## config.mk

```make
export PLATFORM = sky130hd
export DESIGN_NAME = branch_target_unit
export DESIGN_NICKNAME = d
export VERILOG_FILES = /design/src/rtl/branch_target_unit.sv
export SDC_FILE = /design/constraint.sdc
export NUM_CORES = 1
export LEC_CHECK = 0
export CAP_MARGIN = 20
export CORE_ASPECT_RATIO = 0.5
export CORE_UTILIZATION = 60
export CTS_BUF_LIST = sky130_fd_sc_hd__clkbuf_16
export CTS_CLUSTER_SIZE = 16
export DETAILED_ROUTE_END_ITERATION = 8
export PLACE_DENSITY = 0.79
export SYNTH_ARGS = -nofsm -noshare
export SYNTH_HDL_FRONTEND = slang
export SYNTH_SLANG_ARGS = --single-unit
```

## constraint.sdc

```tcl
create_clock -name clk -period 4.32 [get_ports clk]
set_input_delay 1.08 -clock clk [delete_from_list [all_inputs] [get_ports clk]]
set_output_delay 1.08 -clock clk [all_outputs]
set_load 0.005 [all_outputs]
```

## src/rtl/branch_target_unit.sv

```systemverilog
// branch_target_unit
//   Program-counter stage with a runtime-writable branch target table.
//   Each of the 2**A table entries holds a D-bit target plus a mode bit
//   (absolute address, or signed offset added to the current PC) and a
//   valid bit. A branch indexes the table combinationally and loads the
//   next PC on the following edge; otherwise the PC increments or holds.
//
// Ports
//   clk, rst_n      clock (rising edge), asynchronous active-low reset
//   wr_en/wr_addr   table write strobe and entry index
//   wr_target       target value (offset or absolute address)
//   wr_abs          entry mode: 1 = absolute, 0 = relative
//   stall           hold pc this cycle (branch ignored)
//   branch/lut_addr take a branch through table entry lut_addr
//   pc              registered program counter
//   taken           1 for the cycle after a branch was applied
//   err             1 for the cycle after a branch hit an unwritten entry

// One table entry. Only the valid bit is reset; target and mode are plain
// storage that is meaningless until the first write sets valid.
module branch_target_entry #(
    parameter int D = 12
) (
    input  logic         clk,
    input  logic         rst_n,
    input  logic         we,
    input  logic [D-1:0] wr_target,
    input  logic         wr_abs,
    output logic [D-1:0] target,
    output logic         abs,
    output logic         valid
);

    always_ff @(posedge clk or negedge rst_n) begin
        if (!rst_n)  valid <= 1'b0;
        else if (we) valid <= 1'b1;
    end

    always_ff @(posedge clk) begin
        if (we) begin
            target <= wr_target;
            abs    <= wr_abs;
        end
    end

endmodule

module branch_target_unit #(
    parameter int D = 12,
    parameter int A = 4
) (
    input  logic         clk,
    input  logic         rst_n,
    input  logic         wr_en,
    input  logic [A-1:0] wr_addr,
    input  logic [D-1:0] wr_target,
    input  logic         wr_abs,
    input  logic         stall,
    input  logic         branch,
    input  logic [A-1:0] lut_addr,
    output logic [D-1:0] pc,
    output logic         taken,
    output logic         err
);

    localparam int DEPTH = 2 ** A;

    typedef struct packed {
        logic [D-1:0] target;
        logic         abs;
        logic         valid;
    } entry_t;

    logic [DEPTH-1:0][D-1:0] entry_target;
    logic [DEPTH-1:0]        entry_abs;
    logic [DEPTH-1:0]        entry_valid;

    genvar i;
    generate
        for (i = 0; i < DEPTH; i++) begin : g_entry
            branch_target_entry #(.D(D)) u_entry (
                .clk       (clk),
                .rst_n     (rst_n),
                .we        (wr_en && (wr_addr == A'(i))),
                .wr_target (wr_target),
                .wr_abs    (wr_abs),
                .target    (entry_target[i]),
                .abs       (entry_abs[i]),
                .valid     (entry_valid[i])
            );
        end
    endgenerate

    // Combinational read of the current register contents: a write on the
    // same edge lands after this value is consumed (read-before-write).
    entry_t rd;
    always_comb begin
        rd.target = entry_target[lut_addr];
        rd.abs    = entry_abs[lut_addr];
        rd.valid  = entry_valid[lut_addr];
    end

    logic [D-1:0] pc_inc;
    logic [D-1:0] pc_rel;
    logic [D-1:0] next_pc;
    logic         next_taken;
    logic         next_err;

    // D-bit adds; carry-out dropped. A relative target is two's complement,
    // so a plain modular add covers negative offsets too.
    assign pc_inc = pc + {{(D-1){1'b0}}, 1'b1};
    assign pc_rel = pc + rd.target;

    always_comb begin
        next_pc    = pc_inc;
        next_taken = 1'b0;
        next_err   = 1'b0;
        if (stall) begin
            next_pc = pc;
        end else if (branch) begin
            if (rd.valid) begin
                next_taken = 1'b1;
                next_pc    = rd.abs ? rd.target : pc_rel;
            end else begin
                next_err = 1'b1;    // fall through on an unwritten entry
            end
        end
    end

    always_ff @(posedge clk or negedge rst_n) begin
        if (!rst_n) begin
            pc    <= '0;
            taken <= 1'b0;
            err   <= 1'b0;
        end else begin
            pc    <= next_pc;
            taken <= next_taken;
            err   <= next_err;
        end
    end

endmodule

```

; ---- Yosys cells after proc, flatten, opt, wreduce, memory -nomap -nowiden
; Cells that the tools add are included.
[totals]
reg_bits = 238
output_inout_bits = 14
[op_classes]
add_sub_neg = 2
order_cmp = 1
eq_ne = 15
muxes = 15
reduce_logical = 17
[ops]
columns = op, count
row1 = binary-select mux 12 bit (select 4 bit), 1
row2 = two-way mux 12 bit, 4
row3 = "== test 4 bit, second input constant", 8
row4 = "== test 4 x 3 -> 1 bit, second input constant", 4
row5 = logical AND 1 bit, 16
row6 = "adder 12 x 1 -> 12 bit, second input constant", 1
row7 = adder 12 bit, 1
row8 = binary-select mux 1 bit (select 4 bit), 2
row9 = "== test 4 x 2 -> 1 bit, second input constant", 2
row10 = two-way mux 1 bit, 8
row11 = "< comparator 4 x 5 -> 1 bit, second input constant", 1
row12 = "== test 4 x 1 -> 1 bit, second input constant", 1
row13 = zero test 4 bit, 1

; ---- Depth between registers and ports, before layout
[depth]
ltp_word = 6
ltp_mapped = 14
ltp_nobuf = 12

; ---- By module
; From an unflattened synthesis, not the netlist that was laid out.
[unflattened]
hier_cells = 544
hier_area_um2 = 10014.6
[by_module_without_submodules]
columns = module, instances, cells_per_inst, area_per_inst_um2, seq_area_each_um2
row1 = branch_target_entry, 16, 15, 421.7, 415.4
row2 = branch_target_unit, 1, 304, 3268.1, 350.3

; ---- Worst setup path before layout
; Ideal clock, no wire load.
[synth_path]
kind = input-to-reg
start = input port lut_addr[0]
end = register pc[9]
setup_time_ns = 0.124
arrival_time_ns = 4.189
path_slack_ns = 0.008
stages = 13
cell_sequence = buf_6 buf_6 buf_2 mux4_2 mux4_2 ha_1 a21oi_1 o211ai_1 a221oi_1 xor2_1 o21ai_1 a22o_1 o21bai_1
[synth_via]
elab_chain_cells = 6
word_cells_on_any_way = 10
[synth_lines]
columns = item, line_no
row1 = "start, declared", 60  ; input logic [A-1:0] lut_addr,
row2 = binary-select mux 12 bit (select 4 bit), 98  ; rd.target = entry_target[lut_addr];
row3 = two-way mux 12 bit (not written as such), 98
row4 = adder 12 bit, 112  ; assign pc_rel = pc + rd.target;
row5 = two-way mux 12 bit, 123  ; next_pc = rd.abs ? rd.target : pc_rel;
row6 = two-way mux 12 bit (*), 121  ; if (rd.valid) begin
row7 = two-way mux 12 bit (*), 120  ; end else if (branch) begin
row8 = "end signal, assigned", 136  ; pc <= next_pc;
row9 = "end, declared", 61  ; output logic [D-1:0] pc,
; Mark *: on every way between the ends. The rest lies on a longest branch, timed or not. The select of a mux whose other input is x is not followed.
; A chain may end at the register's enable or synchronous reset.

; ---- Final worst setup path
[layout_path]
start = input port lut_addr[0]
end = register pc[11]
; Same word-level chain as after synthesis.

==> impl_results.md <==
- Synth area leader: edfxtp_1
- Die width: 184 um
- Layout cells sized above 1: 24.9%
- Fin nets: 652
- Largest net degree at the start of global routing: 31
- EDFF count, synth: 208
- Startpoint types: input port
- Ys flop type: edfxtp_1
- Reg-to-Reg Start: g_entry[11].u_entry.target[0]
- Area grow syn2layout: 15.6%
- Hold_sp: g_entry[1].u_entry.valid
- Fin util: 72.8%
- Min Tclk post-route: 3.85 ns
- Initial cell density of the core: 62.9%
- Syn Nets: 569
- Setup TNS: 0 ns
- Yosys warns: 0
- Iteration-0 DRC Markers: 608
- Post-layout worst setup margin: 0.466 ns
- Via/cell ratio: 6.47
- Hold-fix buffers, CTS: 0
- Drt total wl: 22500 um
- Final Max Tran Viols: 0
- Crit. End Element: register
- FMAX: 259 MHz
- Rel. slew slack: 29.5%
- Final setup vio count: 0
- Sw frac: 26.3%
- Setup WS pre-CTS: 0.0178 ns
- Logic pwr share: 19.5%
- Net Sw Power: 1450 uW
- Synth Area per Inst: 18.8 um^2
- GRT Total Usage: 28.1%
- Hold Path Class: reg -> reg
- Std cell rows: 32
- Residual DRC: 0
- Ranking of synthesized cells by area: edfxtp_1 63%, mux4_2 14%, dfrtp_1 7.5%, ha_1 1.5%, nor2_1 1.2%
- Worst-path clk slew: 0.06 ns
- Sequential area share after synthesis: 70.3%
- Num CTS Buffers: 21
- Setup CP Type: in -> reg
- H-tree depth: 1
- PwrDens: 479 nW/um^2
- Post-DRT Antenna Nets: 0
- Clk buf depth: 3
- Ys async rst share: 12.6%
- Distinct cells, synth: 55
- Top-area cell type share of the netlist area: 62.8%
- IR drop worst, VDD: 0.263 mV
- Status: complete, no violations
- Fin Hold WS: 0.467 ns
- Clock Tree Root: clkbuf_16
- Cell with the most instances after synthesis: edfxtp_1
- Worst path required time: 4.73 ns
- Pint: 4070 uW
- Post-Syn Area: 9950 um^2
- DR WL/cell: 26.5 um
- Height of the die: 93.1 um
- PnR Total Power: 5520 uW
- IO Port Bufs: 39
- Worst-Skew Late Latency: 0.51 ns
- # IOs: 40
- Clock share of power: 30.8%
- Slew @ Worst Pin: 1.05 ns
- Clk sink count: 238
- CORE AREA: 15800 um^2
- Tcrit/Tclk final: 89.2%
- CP Launch Point: lut_addr[0]
- CTS resizes: 0
- Global-route wire length before repair: 33700 um
- Routed via count: 5499
- Antenna violations before repair: 1
- Drt first pass iters: 5
- Yosys reg bits: 238
- Leakage: 0.00389 uW
- Gate Count Post-Synth: 530
- Endpoints failing hold: 0
- CTS tree: yes
- RD Place Congestion: 0.795
- Detailed placement HPWL: 13400 um
- RSZ-0062 raised after global routing: no
- CP Data Arrival Time: 4.27 ns
- Worst clock skew: 0.0135 ns
- Die ar.: 17100 um^2
- Max-cap viol count: 0
- Grt ovf: 0
- Reg power frac: 49.8%
- Vias in the first global route: 5549
- Post-CTS setup buffer count: 0
- Worst-path maximum fanout: 25
- Post-synth top cells: 208 x edfxtp_1, 64 x mux4_2, 32 x nor2_1
==> sequential cells by signal, indices dropped and copies added (netlist names) <==
name	cells
pc	12
err	1
g_entry.u_entry.target	192
g_entry.u_entry.valid	16
g_entry.u_entry.abs	16
taken	1
==> metal layers <==
layer	part of all wire (%)	wire, um	track usage [%]	vias to the layer above
met4	2.7	607	9.24	0
met5	0	0	0	-
met2	45	10200	42.7	312
met3	11	2440	8.10	46
met1	41	9310	39.7	2816
li1	-	-	-	2325
==> worst paths after layout <==
check	slack, ns	cells after the start	end
max in group asynchronous	3.02	2	g_entry[6].u_entry.valid
setup reg to reg	0.96	13	pc[8]
hold / removal	0.47	1	g_entry[1].u_entry.valid
hold reg to reg	0.47	1	g_entry[1].u_entry.valid
min in group asynchronous	0.99	2	pc[9]
setup / recovery	0.47	12	pc[11]
==> cell families (layout without fill, tap and decap cells) <==
kind of cell | count (synthesis) | after routing | synth area share [%]
buffers and inverters | 30 | 127 | 1.60
flip-flops | 238 | 238 | 70.3
multiplexers | 76 | 76 | 16.0
AND/OR/NAND/NOR | 104 | 104 | 5.41
XOR/XNOR | 12 | 12 | 1.06
AO/OA/AOI/OAI | 57 | 57 | 3.87
adder cells (fa/ha/maj) | 13 | 13 | 1.71
other | 0 | 2 | 0
==> power by group through the flow <==
| stage | sequential (uW) | combinational (uW) | clock, uW |
|---|---|---|---|
| 2_1_floorplan | 2760 | 688 | 0 |
| 3_3_place_gp | 2780 | 1040 | 0 |
| 3_5_place_dp | 2790 | 1060 | 0 |
| 4_1_cts | 2740 | 1070 | 1720 |
| 5_1_grt | 2760 | 1190 | 1800 |
| 6_report | 2750 | 1070 | 1700 |
==> metrics by stage <==
step / std cells / instance area [um^2]
2_1_floorplan: 530 / 9950
3_3_place_gp: 811 / 10900
3_5_place_dp: 811 / 10900
4_1_cts: 848 / 11500
5_1_grt: 848 / 11500
6_report: 850 / 11500
==> area by class of cell <==
class | count | area, um^2
flip-flops and latches | 238 | 7000
multi-input cells | 262 | 2810
diodes | 2 | 5.00
inverters | 9 | 33.8
clock buffers | 21 | 526
well taps | 221 | 277
repair buffers | 81 | 773
clock inverters | 16 | 81.3
fillers | 906 | 4310
==> layout by cell type, fill, tap and decap left out, types with 2 or more instances in the layout <==
master,synthesis,final
a211o_1,2,2
o21a_1,2,2
nand4b_1,2,2
a21oi_1,18,18
a221oi_1,4,4
a31oi_1,2,2
buf_12,0,6
o21ai_1,4,4
mux4_1,2,2
nor3_1,11,7
buf_4,2,37
xnor2_1,5,5
edfxtp_1,208,208
or2_2,16,16
nand3_1,8,8
clkbuf_16,0,21
o21ai_0,4,4
ha_1,12,12
xor2_1,7,7
nor2_1,32,32
nor2b_1,6,6
a211oi_1,4,4
clkdlybuf4s50_1,0,37
mux2i_1,9,9
nand2_1,13,13
nor3_2,0,4
dfrtp_1,30,30
a21o_1,2,2
clkinv_1,0,4
mux4_2,64,64
nand2b_1,6,6
nand3b_1,3,3
inv_1,9,18
diode_2,0,2
o211ai_1,2,2
==> worst max-delay path: stages <==
cell	delay, ns
buf_4	0.13
buf_12	0.21
mux4_2	0.57
mux4_2	0.58
ha_1	0.37
o211ai_1	0.12
o211ai_1	0.25
nand2_1	0.09
a211oi_1	0.26
xnor2_1	0.11
or3_1	0.30
a31oi_1	0.17
No activity file was read; power rests on OpenSTA's default activity.
==> patch (config.mk and constraints unchanged) <==
`D` is set to 12 in 2 places; all go to 14.
--- a/src/rtl/branch_target_unit.sv
+++ b/src/rtl/branch_target_unit.sv
@@ -19,7 +19,7 @@
 // One table entry. Only the valid bit is reset; target and mode are plain
 // storage that is meaningless until the first write sets valid.
 module branch_target_entry #(
-    parameter int D = 12
+    parameter int D = 14
 ) (
     input  logic         clk,
     input  logic         rst_n,
@@ -46,7 +46,7 @@
 endmodule
 
 module branch_target_unit #(
-    parameter int D = 12,
+    parameter int D = 14,
     parameter int A = 4
 ) (
     input  logic         clk,
Ports: changed (resized pc and wr_target); port bits go from 40 to 44. The function was not compared with the original's and may differ.
==> patch against the original RTL <==
  * Final area rose by 15%
  * Sequential share of layout area fell by 0.059 points
  * Power is 18% higher
  * Synthesized cell count increased by 12%
  * Worst setup slack got worse by 0.017 ns
  * Core utilization shrank 1.4 points
  * Register-to-register slack worse by 0.04 ns
  * Clock skew rose by 0.0032 ns
  * Routed wire length rose by 17%
  * Sequential cell count rose by 34
  * Synthesized area increased by 14%
  * Largest power group unchanged
  * Highest routed layer unchanged
==> patch: results (changes against the original RTL) <==
| Metric | Value |
|---|---|
| Layout Cells excl Fill | `964 (was 850)` |
| Number of flops mapped to enable cells by yosys | `240 (was 208)` |
| Overall routing resource usage | `0.286 (was 0.281)` |
| Final Wtd Congestion | `0.913 (was 0.795)` |
| Starting DRT DRC Count | `580 (was 608)` |
| CTS Buf Count | `23 (was 21)` |
| Setup WS pre-CTS | `-0.0514 ns (was 0.0178 ns)` |
| Post-Route WL | `26300 microns (was 22500 microns)` |
| 1st-pass router iterations | `4 (was 5)` |
| Crit-path max FO | `10 (was 25)` |
| Netlist cell types | `59 (was 55)` |
| Status | `completed (unchanged)` |
| Top delay family on crit path | `multiplexers (unchanged)` |
| Vias in the first global route | `6332 (was 5549)` |
| Syn avg cell area | `19.1 sq um (was 18.8 sq um)` |
| Clock latency on the worst-skew pair | `0.53 ns (was 0.51 ns)` |
| Synth area leaders | `edfxtp_1, mux4_2, dfrtp_1 (unchanged)` |
| Initial antenna violation count | `0 (was 1)` |
| Syn nets | `639 (was 569)` |
| Psw | `1.69 mW (was 1.45 mW)` |
| Seq/Total Area, Yosys | `0.704 (was 0.703)` |
| Clock Skew | `0.0166 ns (was 0.0135 ns)` |
| Diode count | `0 (was 2)` |
| Largest net degree at the start of global routing | `33 (was 31)` |
| Share of cells above drive strength 1 | `0.289 (was 0.249)` |
| Fill cells | `1099 (was 906)` |
| Peak supply drop | `357 uV (was 263 uV)` |
| Power share of the sequential group | `0.483 (was 0.498)` |
| Flops & latches, synth | `272 (was 238)` |
| Top cells by count, synth | `edfxtp_1, mux4_2, dfrtp_1, nor2_1 (was edfxtp_1, mux4_2, nor2_1, dfrtp_1, a21oi_1)` |
| # nets final | `731 (was 652)` |
| Count of buffers from port buffering | `43 (was 39)` |
| CP peak stage delay | `0.60 ns (was 0.58 ns)` |
| Final core area utilization | `0.713 (was 0.728)` |
| Share of flip-flops with an asynchronous set or reset | `0.118 (was 0.126)` |
| DP Cell Count | `922 (was 811)` |
| First-pass GRT wire length | `39600 microns (was 33700 microns)` |
| Seq. pwr | `3.14 mW (was 2.75 mW)` |
| Vias per inst | `6.43 (was 6.47)` |
-- patch: cell types whose count changed after synthesis, sizes merged, moves of 4 or more --
| cell | change |
|---|---|
| a31oi | +5 |
| edfxtp | +32 |
| a22oi | +4 |
| xnor2 | +4 |
| mux4 | +10 |
-- patch: area by class of cell --
class                           count  share of cell area
Clock inverter                     19              0.0135
Tap cell                          259              0.0246
Inverter                            8             0.00228
Sequential cell                   272               0.607
Timing Repair Buffer               91              0.0623
Clock buffer                       23              0.0437
Multi-Input combinational cell    292               0.246
-- patch: path summary, 6_finish.rpt --
check	from	to	slack (ns)	depth (start not counted)
max in group asynchronous	rst_n	g_entry[14].u_entry.valid	3.04	2
hold / removal	g_entry[15].u_entry.valid	g_entry[15].u_entry.valid	0.47	1
min in group asynchronous	rst_n	err	0.97	2
setup / recovery	lut_addr[0]	pc[13]	0.45	12
hold reg to reg	g_entry[15].u_entry.valid	g_entry[15].u_entry.valid	0.47	1
setup reg to reg	g_entry[3].u_entry.target[0]	pc[10]	0.92	11
-- patch: cell families (layout without fill, tap and decap cells) --
group / after synthesis / in the layout / synth area share
flip-flops: 272 / 272 / 0.704
AND/OR/NAND/NOR: 103 / 103 / 0.0472
multiplexers: 89 / 89 / 0.162
AO/OA/AOI/OAI: 70 / 70 / 0.0423
buffers and inverters: 32 / 141 / 0.0149
adder cells (fa/ha/maj): 15 / 15 / 0.0172
XOR/XNOR: 15 / 15 / 0.0116
-- patch: metal layers --
metal  up-vias  GRT usage  routed length, microns
met4         0     0.0727                     475
li1       2629          -                       -
met2       317      0.453                   12600
met3        46     0.0841                    2870
met5         -          0                       0
met1      3203      0.398                   10300
